===== src/rtl/matriz_leds_varredura_if.sv =====
// Signal bundle between the display logic (master) and the LED-matrix scanner (slave).
// Carries the frame-store write port, swap/blink controls and the matrix pin drive.
interface matriz_leds_varredura_if #(
   parameter int unsigned N_LINHAS  = 7,
   parameter int unsigned N_COLUNAS = 5
) ();
   localparam int unsigned CW = (N_COLUNAS > 1) ? $clog2(N_COLUNAS) : 1;

   logic                 enable;
   logic                 wr_en;
   logic [CW-1:0]        wr_col;
   logic [N_LINHAS-1:0]  wr_data;
   logic                 swap_req;
   logic                 pisca;
   logic [N_LINHAS-1:0]  linhas;
   logic [N_COLUNAS-1:0] colunas;
   logic                 frame_fim;
   logic                 swap_pend;
   logic                 swap_feito;

   modport master (
      output enable, wr_en, wr_col, wr_data, swap_req, pisca,
      input  linhas, colunas, frame_fim, swap_pend, swap_feito
   );

   modport slave (
      input  enable, wr_en, wr_col, wr_data, swap_req, pisca,
      output linhas, colunas, frame_fim, swap_pend, swap_feito
   );
endinterface


===== src/rtl/matriz_leds_varredura.sv =====
// Self-scanning LED-matrix driver: column-slot timer with blanking, double-buffered
// frame store swapped on frame boundaries, optional frame-counted blink.
module matriz_leds_varredura #(
   parameter int unsigned N_LINHAS          = 7,
   parameter int unsigned N_COLUNAS         = 5,
   parameter int unsigned DIV_TICKS         = 1000,
   parameter int unsigned BLANK_TICKS       = 2,
   parameter bit          LINHA_ATIVA_BAIXA = 1'b1,
   parameter int unsigned BLINK_FRAMES      = 32
) (
   input logic                      clk,
   input logic                      reset,
   matriz_leds_varredura_if.slave   bus
);
   localparam int unsigned CW = (N_COLUNAS > 1) ? $clog2(N_COLUNAS) : 1;
   localparam int unsigned TW = (DIV_TICKS > 1) ? $clog2(DIV_TICKS) : 1;
   localparam int unsigned BW = (BLINK_FRAMES > 1) ? $clog2(BLINK_FRAMES) : 1;

   localparam logic [TW-1:0]       TICK_MAX   = TW'(DIV_TICKS - 1);
   localparam logic [TW-1:0]       TICK_BLANK = TW'(BLANK_TICKS);
   localparam logic [CW-1:0]       COL_MAX    = CW'(N_COLUNAS - 1);
   localparam logic [BW-1:0]       BLINK_ULT  = BW'(BLINK_FRAMES - 1);
   localparam logic [N_LINHAS-1:0] LINHAS_OFF = {N_LINHAS{LINHA_ATIVA_BAIXA}};

   logic [TW-1:0]        tick_q, tick_d;
   logic [CW-1:0]        col_q, col_d;
   logic                 sel_q, sel_d;
   logic                 pend_q, pend_d;
   logic [BW-1:0]        blink_q, blink_d;
   logic                 fase_q, fase_d;
   logic [N_LINHAS-1:0]  mem_q [2][N_COLUNAS];
   logic [N_LINHAS-1:0]  linhas_q, linhas_d;
   logic [N_COLUNAS-1:0] colunas_q, colunas_d;
   logic                 frame_fim_q, frame_fim_d;
   logic                 swap_feito_q, swap_feito_d;

   logic                 fim;
   logic                 aceso;
   logic                 wr_ok;
   logic [N_LINHAS-1:0]  frente;
   logic [N_LINHAS-1:0]  linhas_rev;

   assign wr_ok = bus.wr_en && (32'(bus.wr_col) < N_COLUNAS);

   always_comb begin
      tick_d       = tick_q;
      col_d        = col_q;
      sel_d        = sel_q;
      pend_d       = pend_q | bus.swap_req;
      blink_d      = blink_q;
      fase_d       = fase_q;
      swap_feito_d = 1'b0;
      fim          = bus.enable && (col_q == COL_MAX) && (tick_q == TICK_MAX);

      if (!bus.enable) begin
         tick_d = '0;
         col_d  = '0;
      end else if (tick_q == TICK_MAX) begin
         tick_d = '0;
         col_d  = (col_q == COL_MAX) ? '0 : col_q + 1'b1;
      end else begin
         tick_d = tick_q + 1'b1;
      end

      // A request arriving in the frame-end cycle itself is honoured at that boundary.
      if (fim && pend_d) begin
         sel_d        = ~sel_q;
         pend_d       = 1'b0;
         swap_feito_d = 1'b1;
      end

      if (!bus.enable || !bus.pisca) begin
         blink_d = '0;
         fase_d  = 1'b1;
      end else if (fim) begin
         if (blink_q == BLINK_ULT) begin
            blink_d = '0;
            fase_d  = ~fase_q;
         end else begin
            blink_d = blink_q + 1'b1;
         end
      end
   end

   always_comb begin
      frente = mem_q[sel_q][col_q];
      for (int unsigned r = 0; r < N_LINHAS; r++) begin
         linhas_rev[r] = frente[N_LINHAS-1-r];
      end
      aceso       = bus.enable && !(bus.pisca && !fase_q) && (tick_q >= TICK_BLANK);
      colunas_d   = aceso ? (N_COLUNAS'(1) << col_q) : '0;
      linhas_d    = aceso ? (linhas_rev ^ LINHAS_OFF) : LINHAS_OFF;
      frame_fim_d = fim;
   end

   always_ff @(posedge clk) begin
      if (reset) begin
         tick_q       <= '0;
         col_q        <= '0;
         sel_q        <= 1'b0;
         pend_q       <= 1'b0;
         blink_q      <= '0;
         fase_q       <= 1'b1;
         mem_q        <= '{default: '0};
         linhas_q     <= LINHAS_OFF;
         colunas_q    <= '0;
         frame_fim_q  <= 1'b0;
         swap_feito_q <= 1'b0;
      end else begin
         tick_q       <= tick_d;
         col_q        <= col_d;
         sel_q        <= sel_d;
         pend_q       <= pend_d;
         blink_q      <= blink_d;
         fase_q       <= fase_d;
         linhas_q     <= linhas_d;
         colunas_q    <= colunas_d;
         frame_fim_q  <= frame_fim_d;
         swap_feito_q <= swap_feito_d;
         // Back buffer is selected by the pre-swap sel, so a swap-cycle write hits the new front.
         if (wr_ok) begin
            mem_q[~sel_q][bus.wr_col] <= bus.wr_data;
         end
      end
   end

   assign bus.linhas     = linhas_q;
   assign bus.colunas    = colunas_q;
   assign bus.frame_fim  = frame_fim_q;
   assign bus.swap_pend  = pend_q;
   assign bus.swap_feito = swap_feito_q;
endmodule


===== src/flat_wrapper.sv =====
// flat-port wrapper written by rule: the top's interface ports become plain ports
module matriz_leds_varredura_flat 
#(
   parameter int unsigned N_LINHAS          = 7,
   parameter int unsigned N_COLUNAS         = 5,
   parameter int unsigned DIV_TICKS         = 1000,
   parameter int unsigned BLANK_TICKS       = 2,
   parameter bit          LINHA_ATIVA_BAIXA = 1'b1,
   parameter int unsigned BLINK_FRAMES      = 32
)
  (clk, reset, bus_enable, bus_wr_en, bus_wr_col, bus_wr_data, bus_swap_req, bus_pisca, bus_linhas, bus_colunas, bus_frame_fim, bus_swap_pend, bus_swap_feito);
  matriz_leds_varredura_if #(.N_LINHAS(N_LINHAS), .N_COLUNAS(N_COLUNAS)) bus_i ();
  input logic clk;
  input logic reset;
  input wire logic [$bits(bus_i.enable)-1:0] bus_enable;
  input wire logic [$bits(bus_i.wr_en)-1:0] bus_wr_en;
  input wire logic [$bits(bus_i.wr_col)-1:0] bus_wr_col;
  input wire logic [$bits(bus_i.wr_data)-1:0] bus_wr_data;
  input wire logic [$bits(bus_i.swap_req)-1:0] bus_swap_req;
  input wire logic [$bits(bus_i.pisca)-1:0] bus_pisca;
  output wire logic [$bits(bus_i.linhas)-1:0] bus_linhas;
  output wire logic [$bits(bus_i.colunas)-1:0] bus_colunas;
  output wire logic [$bits(bus_i.frame_fim)-1:0] bus_frame_fim;
  output wire logic [$bits(bus_i.swap_pend)-1:0] bus_swap_pend;
  output wire logic [$bits(bus_i.swap_feito)-1:0] bus_swap_feito;
  assign bus_i.enable = bus_enable;
  assign bus_i.wr_en = bus_wr_en;
  assign bus_i.wr_col = bus_wr_col;
  assign bus_i.wr_data = bus_wr_data;
  assign bus_i.swap_req = bus_swap_req;
  assign bus_i.pisca = bus_pisca;
  assign bus_linhas = bus_i.linhas;
  assign bus_colunas = bus_i.colunas;
  assign bus_frame_fim = bus_i.frame_fim;
  assign bus_swap_pend = bus_i.swap_pend;
  assign bus_swap_feito = bus_i.swap_feito;
  matriz_leds_varredura #(.N_LINHAS(N_LINHAS), .N_COLUNAS(N_COLUNAS), .DIV_TICKS(DIV_TICKS), .BLANK_TICKS(BLANK_TICKS), .LINHA_ATIVA_BAIXA(LINHA_ATIVA_BAIXA), .BLINK_FRAMES(BLINK_FRAMES)) u_core (.clk(clk), .reset(reset), .bus(bus_i));
endmodule

===== config.mk =====
export PLATFORM = sky130hd
export DESIGN_NAME = matriz_leds_varredura_flat
export DESIGN_NICKNAME = d
export VERILOG_FILES = /design/src/rtl/matriz_leds_varredura_if.sv /design/src/rtl/matriz_leds_varredura.sv /design/src/flat_wrapper.sv
export SDC_FILE = /design/constraint.sdc
export NUM_CORES = 1
export LEC_CHECK = 0
export ABC_CLOCK_PERIOD_IN_PS = 2400
export CORE_AREA = 4 4 105 107
export CTS_BUF_LIST = sky130_fd_sc_hd__clkbuf_2 sky130_fd_sc_hd__clkbuf_4 sky130_fd_sc_hd__clkbuf_8
export CTS_CLUSTER_DIAMETER = 200
export DETAILED_ROUTE_END_ITERATION = 7
export DIE_AREA = 0 0 109 111
export PLACE_DENSITY = 0.71
export SKIP_LAST_GASP = 1
export SYNTH_ARGS = -nofsm -noshare
export SYNTH_HDL_FRONTEND = slang
export SYNTH_SLANG_ARGS = --single-unit

===== constraint.sdc =====
create_clock -name clk -period 2.4 [get_ports clk]
set_clock_uncertainty 0.1 [all_clocks]
set_input_delay 0.36 -clock clk [delete_from_list [all_inputs] [get_ports clk]]
set_output_delay 0.36 -clock clk [all_outputs]
set_load 0.01 [all_outputs]

# Word level (Yosys, flattened, before mapping)
# Index checks and enable logic that the tools add are counted.
# totals
register_bits	105
inputBits	16
output_inout_bits	15
elab_cells	79
# op_classes
addsub	3
magnitude_cmp	8
n_eq_ne	3
shifts	1
n_mux	14
n_bitwise	10
reduce_logical	20
# ops
cell	n
35-bit 2-to-1 mux	4
70-bit bitwise mux	1
35-bit demux with 1-bit select	1
7-bit binary-select mux with 3-bit select	1
7-bit demux with 3-bit select	1
7-bit 2-to-1 mux	3
10-bit by 1-bit adder with 10-bit output, second input constant	1
10-bit == test, second input constant	1
10-bit by 2-bit greater-or-equal comparator with 1-bit output, second input constant	1
1-bit logical AND	9
4-bit greater-or-equal comparator, second input constant	2
3-bit NOT with 4-bit output	2
2-bit OR reduction	4
7-bit NOT	1
5-bit by 1-bit adder with 5-bit output, second input constant	1
5-bit == test, second input constant	1
5-bit 2-to-1 mux	1
1-bit by 3-bit left shift with 5-bit output, first input constant	1
2-bit greater-or-equal comparator, second input constant	2
1-bit logical NOT	4
4-bit by 1-bit < comparator with 1-bit output, second input constant	1
1-bit NOT	4
1-bit NOT with 2-bit output	2
3-bit by 1-bit adder with 3-bit output, second input constant	1
9 further kinds	9

# Logic depth before layout (Yosys ltp)
# Gate-level depths: netlist of run 1.
# logic_depth
ltp_word	8
ltp_mapped	8
mapped_depth_nobuf	6

# Least setup slack after synthesis of run 1
# OpenSTA, ideal clock, no wires.
# synth_timing
path_type	register -> register
from	reg u_core.col_q[0]
to	reg u_core.sel_q
setup_time_ns	0.070
arrival_ns	1.981
required_ns	2.230
setup_slack_ns	0.249
stages_incl_launch_ff	9
n_path_buf	2
cell_sequence	dfxtp_1 inv_1 clkbuf_1 ha_1 nand4_1 or4_4 buf_6 or3_1 a21oi_1
# synth_via
elab_chain_len	4
# synth_lines
element	line	rtl
start, declared	matriz_leds_varredura.sv:26	logic [CW-1:0] col_q, col_d;
start signal, assigned	matriz_leds_varredura.sv:111	col_q <= col_d;
3-bit == test	matriz_leds_varredura.sv:53	fim = bus.enable && (col_q == COL_MAX) && (tick_q == TICK_MAX);
1-bit logical AND (2 in a row)	matriz_leds_varredura.sv:53	
1-bit logical AND	matriz_leds_varredura.sv:66	if (fim && pend_d) begin
end signal, assigned	matriz_leds_varredura.sv:112	sel_q <= sel_d;
end, declared	matriz_leds_varredura.sv:27	logic sel_q, sel_d;
# Every way passes these cells.
# A chain may end at the register's enable or synchronous reset.

# Final worst setup path of run 1
# layout_timing
from	reg u_core.tick_q[1]
to	reg u_core.blink_q[3]
# layout_via
elab_chain_len	2
# layout_lines
element	line	rtl
start, declared	matriz_leds_varredura.sv:25	logic [TW-1:0] tick_q, tick_d;
start signal, assigned	matriz_leds_varredura.sv:110	tick_q <= tick_d;
10-bit == test	matriz_leds_varredura.sv:53	
1-bit logical AND	matriz_leds_varredura.sv:53	
end signal, assigned	matriz_leds_varredura.sv:114	blink_q <= blink_d;
end, declared	matriz_leds_varredura.sv:29	logic [BW-1:0] blink_q, blink_d;
# Every way passes these cells.

==> flow_metrics.tcl, run 1 <==
set metrics [dict create \
    yosysTopAreaCell "dfxtp_1" \
    outcome "finished, final reports clean" \
    clk_pin_slew_ns 0.09 \
    firstDrtPassIters 5 \
    htreeDepth 3 \
    crit_family "simple AND/OR/NAND/NOR gates" \
    clockBufferDepth 2 \
    multiInputGateArea_um2 2170 \
    num-fill-cells 931 \
    holdBufCountCts 0 \
    grt_setup_unrepaired "false" \
    grt_pass1_wl_mm 16.1 \
    seq_area_um2 2100 \
    core_area_um2 10100 \
    synthDistinctLibCells 37 \
    overflow 0 \
    drc 0 \
    antenna_found_initial 0 \
    pwr-share-comb_pct 4.8 \
    critPathSlowestCell "or4_4" \
    finalWeightedCongestion 0.859 \
    drt_iter0_markers 207 \
    stdcell_area_um2 5080 \
    clock_sinks 105 \
    grt_max_degree 75 \
    critPathRequiredTime_ns 2.61 \
    postCtsResizedCells 0 \
    yosysTopAreaCellShare_pct 47.4 \
    sequentialPowerShare_pct 62.2 \
    maxSlewHeadroom_pct 48.9 \
    hpwl_mm 6.60 \
    cts_tree "yes" \
    pre_cts_slack_ns 0.0875 \
    yosys_warnings 0 \
    swShare_pct 23.4 \
    netlist_instances 467 \
    ys_ff_latch 105 \
    areaGrowthSynthToFinish_pct 14.7 \
    setup_ws_ns 0.205 \
    crit_arrival_ns 2.40 \
    slew_violations 0 \
    finalCriticalPeriod_ns 2.20 \
    seq_area_frac_synth_pct 47.4 \
    insertion_delay_ns 0.37 \
    drt-total-wl_mm 9.64 \
    final_cell_mix "105 x dfxtp_1, 69 x nor2_1, 55 x nand2_1, 49 x mux2i_1, 31 x a21oi_1" \
    finalSetupViolCount 0 \
    synth_area_leaders "dfxtp_1 47%, mux2i_1 11%, mux4_2 7.1%" \
    die_area_um2 12100 \
    vias 3358 \
    floorplan.rows 37 \
    drive_gt1_share_pct 12.4 \
    crit_fanout 12 \
    p_leak_nw 1.96 \
    critPathKind "flop to flop" \
    critPathMaxStageDelay_ns 0.62 \
    die_h_um 111 \
    worstPathBufferInverterCount 0 \
    grt_usage_pct 16.8 \
    grt_pass1_vias 3228 \
    setup_tns_ns 0 \
    cap_viol_max_count 0 \
    final_antenna_net_count 0 \
    mappedNetlistNets 489 \
    root_buffer "clkbuf_8" \
    vdd.ir_drop.worst_mv 0.232 \
    io_buffers 30 \
    initial_core_util_pct 43.7 \
    worstSetupStartpointType "flop" \
    final_common_cell "dfxtp_1" \
    synth_area_um2 4430 \
    numCtsBuffers 9 \
    syn_avg_cell_area_um2 9.49 \
    post_cts_buffers 0 \
    p_clk_share_pct 33.0 \
    wl_per_cell_um 15.2 \
    powerDensity_nw_per_um2 559 \
    critical_path.cell_chain "ha_1, nand4_1, or4_4, or4_1, a21oi_1" \
    worstMarginPinSlew_ns 0.766 \
    p_int_mw 2.17 \
    fmax_ghz 0.456 \
    p_sw_uw 666 \
    final_nets 519 \
    die_x_um 109 \
    placed_cell_area_um2 4920 \
    fin_crit_sh_pct 91.5 \
    ioPinCount 31 \
    routed_via_density 5.28 \
    end_kind "flop" \
    num_antenna_cells 0 \
    hold_violations 0 \
    worstHoldPathType "primary input to flop" \
]
## cells by family after synthesis
kind of cell | Yosys count | synth area share [%]
AO/OA/AOI/OAI | 59 | 7.15
multiplexers | 70 | 20.0
buffers and inverters | 37 | 3.50
flip-flops | 105 | 47.4
XOR/XNOR | 8 | 1.58
AND/OR/NAND/NOR | 182 | 18.7
adder cells (fa/ha/maj) | 6 | 1.69
## per-layer routing
layer  up-vias  global-route usage, %  routed length [um]
met5         -                      0                   0
met4         0                   6.57                 155
met3        15                   2.97                 458
met2        84                   25.0                4380
met1      1589                   24.1                4650
li1       1670                      -                   -
## power groups by stage
stage / clock, mW / combinational (mW) / sequential (mW)
detailed placement: 0 / 0.137 / 1.81
CTS: 0.967 / 0.137 / 1.77
global route: 1.04 / 0.151 / 1.77
finish: 0.938 / 0.137 / 1.77
floorplan: 0 / 0.0795 / 1.80
global placement: 0 / 0.134 / 1.81
## synthesized netlist by cell type
| master | count |
|---|---|
| buf_1 | 2 |
| nor3_1 | 5 |
| buf_2 | 4 |
| dfxtp_1 | 105 |
| xor2_1 | 3 |
| or2_4 | 1 |
| nand4_1 | 3 |
| mux4_2 | 14 |
| nor4_1 | 4 |
| mux2i_1 | 49 |
| buf_6 | 1 |
| ha_1 | 6 |
| a31oi_1 | 1 |
| xnor2_1 | 5 |
| and2_1 | 1 |
| a22oi_1 | 7 |
| or3_1 | 4 |
| nor2b_1 | 2 |
| nand3b_1 | 4 |
| nor2_1 | 69 |
| o21ai_0 | 19 |
| mux2_2 | 7 |
| inv_1 | 4 |
| or3_2 | 1 |
| nand3_1 | 16 |
| and3_2 | 1 |
| or4b_1 | 1 |
| clkbuf_1 | 25 |
| and3_1 | 7 |
| o21bai_1 | 1 |
| buf_4 | 1 |
| a21oi_1 | 31 |
| nand2b_1 | 2 |
| nand2_1 | 55 |
| or4_1 | 3 |
| or4_4 | 1 |
| nor3b_1 | 2 |
## area by class of cell
cell class / instances / share of cell area [%]
Clock inverter: 5 / 0.690
Timing Repair Buffer: 52 / 9.06
Tap cell: 136 / 3.35
Inverter: 4 / 0.296
Clock buffer: 9 / 2.44
Sequential cell: 105 / 41.4
Multi-Input combinational cell: 325 / 42.8
## tightest hold or removal path: stages
cell     delay, ns
buf_2         0.10
nor2b_1       0.06
o21ai_0       0.07
nor2_1        0.04
## sequential cells by signal, summed over array words and instances (netlist names)
signal                 flops
u_core.col_q               3
u_core.bus.linhas          7
u_core.bus.frame_fim       1
u_core.tick_q             10
u_core.blink_q             5
u_core.bus.swap_pend       1
u_core.fase_q              1
u_core.bus.swap_feito      1
u_core.mem_q              70
u_core.sel_q               1
u_core.bus.colunas         5
## worst paths after layout
kind	start	end	slack, ns	cells after the start
min reg2reg	u_core.mem_q[31]	u_core.mem_q[31]	0.36	2
min	reset	u_core.col_q[2]	0.20	4
max	u_core.tick_q[1]	u_core.blink_q[3]	0.20	5
max reg2reg	u_core.tick_q[1]	u_core.blink_q[3]	0.20	5
## stage by stage
stage	power [mW]	std cells	utilization (%)	hold WS [ns]
final	2.84	636	50.1	0.199
after CTS	2.87	636	50.1	0.188
after global placement	1.94	622	48.5	0.340
after detailed placement	1.94	622	48.5	0.352
after floorplan	1.88	467	-	0.333
after global routing	2.96	636	50.1	0.247
Note: power is estimated with default switching activity, not from simulation.
==> run 2, diff against run 1 <==
--- a/config.mk
+++ b/config.mk
@@ -5,12 +5,13 @@
 export SDC_FILE = /design/constraint.sdc
 export NUM_CORES = 1
 export LEC_CHECK = 0
+export ABC_AREA = 0
 export ABC_CLOCK_PERIOD_IN_PS = 2400
-export CORE_AREA = 4 4 105 107
+export CORE_AREA = 2 2 103 105
 export CTS_BUF_LIST = sky130_fd_sc_hd__clkbuf_2 sky130_fd_sc_hd__clkbuf_4 sky130_fd_sc_hd__clkbuf_8
 export CTS_CLUSTER_DIAMETER = 200
 export DETAILED_ROUTE_END_ITERATION = 7
-export DIE_AREA = 0 0 109 111
+export DIE_AREA = 0 0 105 107
 export PLACE_DENSITY = 0.71
 export SKIP_LAST_GASP = 1
 export SYNTH_ARGS = -nofsm -noshare
==> run 2 against run 1 <==
  * Fmax down 0.39%
  * Design area hardly changed
  * Sequential share of layout area about the same
  * Combinational power shrank 3%
  * Via count decreased by 0.15%
  * Critical path type unchanged
  * Largest cell class unchanged
  * Highest routed layer unchanged
==> flow_metrics.tcl, run 2 (synthesis gave the netlist of run 1 again) <==
set metrics [dict create \
    p_total_mw 3.00 \
    end_kind "flop" \
    fmax_ghz 0.454 \
    finalSetupViolCount 0 \
    placed_cell_area_um2 4880 \
    drive_gt1_share_pct 11.7 \
    hold_violations 0 \
    powerDensity_nw_per_um2 591 \
    wl_per_cell_um 14.8 \
    worstMarginPinSlew_ns 0.755 \
    outcome "finished, final reports clean" \
    core_area_um2 10100 \
    grt_pass1_wl_mm 16.1 \
    clockBufferDepth 2 \
    initial_core_util_pct 43.9 \
    crit_fanout 8 \
    postCtsResizedCells 0 \
    num-fill-cells 975 \
    holdBufCountCts 0 \
    post_cts_buffers 0 \
    floorplan.rows 37 \
    hpwl_mm 6.56 \
    grt_max_degree 75 \
    critPathRequiredTime_ns 2.60 \
    final_common_cell "dfxtp_1" \
    pwr-share-comb_pct 4.4 \
    routed_via_density 5.31 \
    multiInputGateArea_um2 2170 \
    vias 3353 \
    root_buffer "clkbuf_8" \
    p_sw_uw 701 \
    vdd.ir_drop.worst_mv 0.347 \
    io_buffers 30 \
    hold_depth 4 \
    crit_family "simple AND/OR/NAND/NOR gates" \
    fin_util_pct 50.3 \
    fin_crit_sh_pct 91.8 \
    die_h_um 107 \
    placed_cells 616 \
    critPathMaxStageDelay_ns 0.59 \
    worstHoldPathType "primary input to flop" \
    drt_iter0_markers 152 \
    overflow 0 \
    instances_no_fill 632 \
    final_antenna_net_count 0 \
    die_area_um2 11200 \
    crit_arrival_ns 2.40 \
    num_antenna_cells 0 \
    cts_tree "yes" \
    worstSetupStartpointType "flop" \
    p_int_mw 2.30 \
    htreeDepth 3 \
    critPathSlowestCell "or4_4" \
    setup_tns_ns 0 \
    final_nets 513 \
    clk_pin_slew_ns 0.10 \
    critical_path.cell_chain "ha_1, nand4_1, or4_4, or4_1, a21oi_1" \
    grt_pass1_vias 3326 \
    pre_cts_slack_ns 0.123 \
    numCtsBuffers 9 \
    ioPinCount 31 \
    stdcell_area_um2 5080 \
    maxSlewHeadroom_pct 49.6 \
    insertion_delay_ns 0.36 \
    p_leak_nw 1.97 \
    setup_ws_ns 0.196 \
    grt_setup_unrepaired "false" \
    sequentialPowerShare_pct 58.8 \
    largest_reg_flops 70 \
    swShare_pct 23.3 \
    slew_violations 0 \
    crit_cells 5 \
    final_cell_mix "105 x dfxtp_1, 69 x nor2_1, 55 x nand2_1, 49 x mux2i_1, 31 x a21oi_1" \
    finalWeightedCongestion 0.785 \
    worstPathBufferInverterCount 0 \
    drc 0 \
    top_register "u_core.mem_q" \
    die_x_um 105 \
    finalCriticalPeriod_ns 2.20 \
    areaGrowthSynthToFinish_pct 14.6 \
    antenna_found_initial 0 \
    cap_viol_max_count 0 \
    drt-total-wl_mm 9.34 \
    r2r_cells 5 \
    seq_area_um2 2100 \
    p_clk_share_pct 36.8 \
    critPathKind "flop to flop" \
    grt_usage_pct 17.7 \
    hold_ws_ns 0.215 \
    clock_sinks 105 \
    firstDrtPassIters 5 \
]
-- run 2: changes by cell type in the layout (fill, tap and decap cells not counted), sizes merged --
cell,previous run,this run
buf,23,17
clkinvlp,4,0
clkinv,1,4
inv,4,6
bufinv,0,1
-- run 2: final timing paths --
kind | from | to | slack, ns
max | u_core.tick_q[0] | u_core.blink_q[3] | 0.20
max reg2reg | u_core.tick_q[0] | u_core.blink_q[3] | 0.20
min reg2reg | u_core.mem_q[31] | u_core.mem_q[31] | 0.37
min | reset | u_core.col_q[2] | 0.22
-- run 2: layer usage --
layer / GRT usage, % / part of all wire, % / up-vias
met2: 29.1 / 47 / 72
met3: 3.59 / 4.4 / 11
met1: 23.4 / 47 / 1603
met4: 5.52 / 1.5 / 0
met5: 0 / 0 / -
li1: - / - / 1667
-- run 2: worst register-to-register path, cell delays in order (launching register included) --
cell     delay (ns)
dfxtp_1        0.41
ha_1           0.23
nand4_1        0.16
or4_4          0.59
or4_1          0.48
a21oi_1        0.16
-- run 2: power by group through the flow --
stage / combinational (mW) / clock (mW) / sequential [mW]
2_1_floorplan: 0.0795 / 0 / 1.80
3_3_place_gp: 0.130 / 0 / 1.81
3_5_place_dp: 0.133 / 0 / 1.81
4_1_cts: 0.134 / 1.12 / 1.77
5_1_grt: 0.147 / 1.20 / 1.77
6_report: 0.133 / 1.10 / 1.77
-- run 2: final cells by class --
type	instances	area share [%]
Multi-Input combinational cell	325	42.8
Sequential cell	105	41.4
Timing Repair Buffer	46	8.18
Tap cell	136	3.35
Clock buffer	9	2.44
Clock inverter	7	1.55
Inverter	4	0.296
==> run 3, diff against run 2 <==
--- a/config.mk
+++ b/config.mk
@@ -6,7 +6,6 @@
 export NUM_CORES = 1
 export LEC_CHECK = 0
 export ABC_AREA = 0
-export ABC_CLOCK_PERIOD_IN_PS = 2400
 export CORE_AREA = 2 2 103 105
 export CTS_BUF_LIST = sky130_fd_sc_hd__clkbuf_2 sky130_fd_sc_hd__clkbuf_4 sky130_fd_sc_hd__clkbuf_8
 export CTS_CLUSTER_DIAMETER = 200
==> results of run 3 <==
Same layout as run 2: the final DEF is identical, and so are final timing and power.
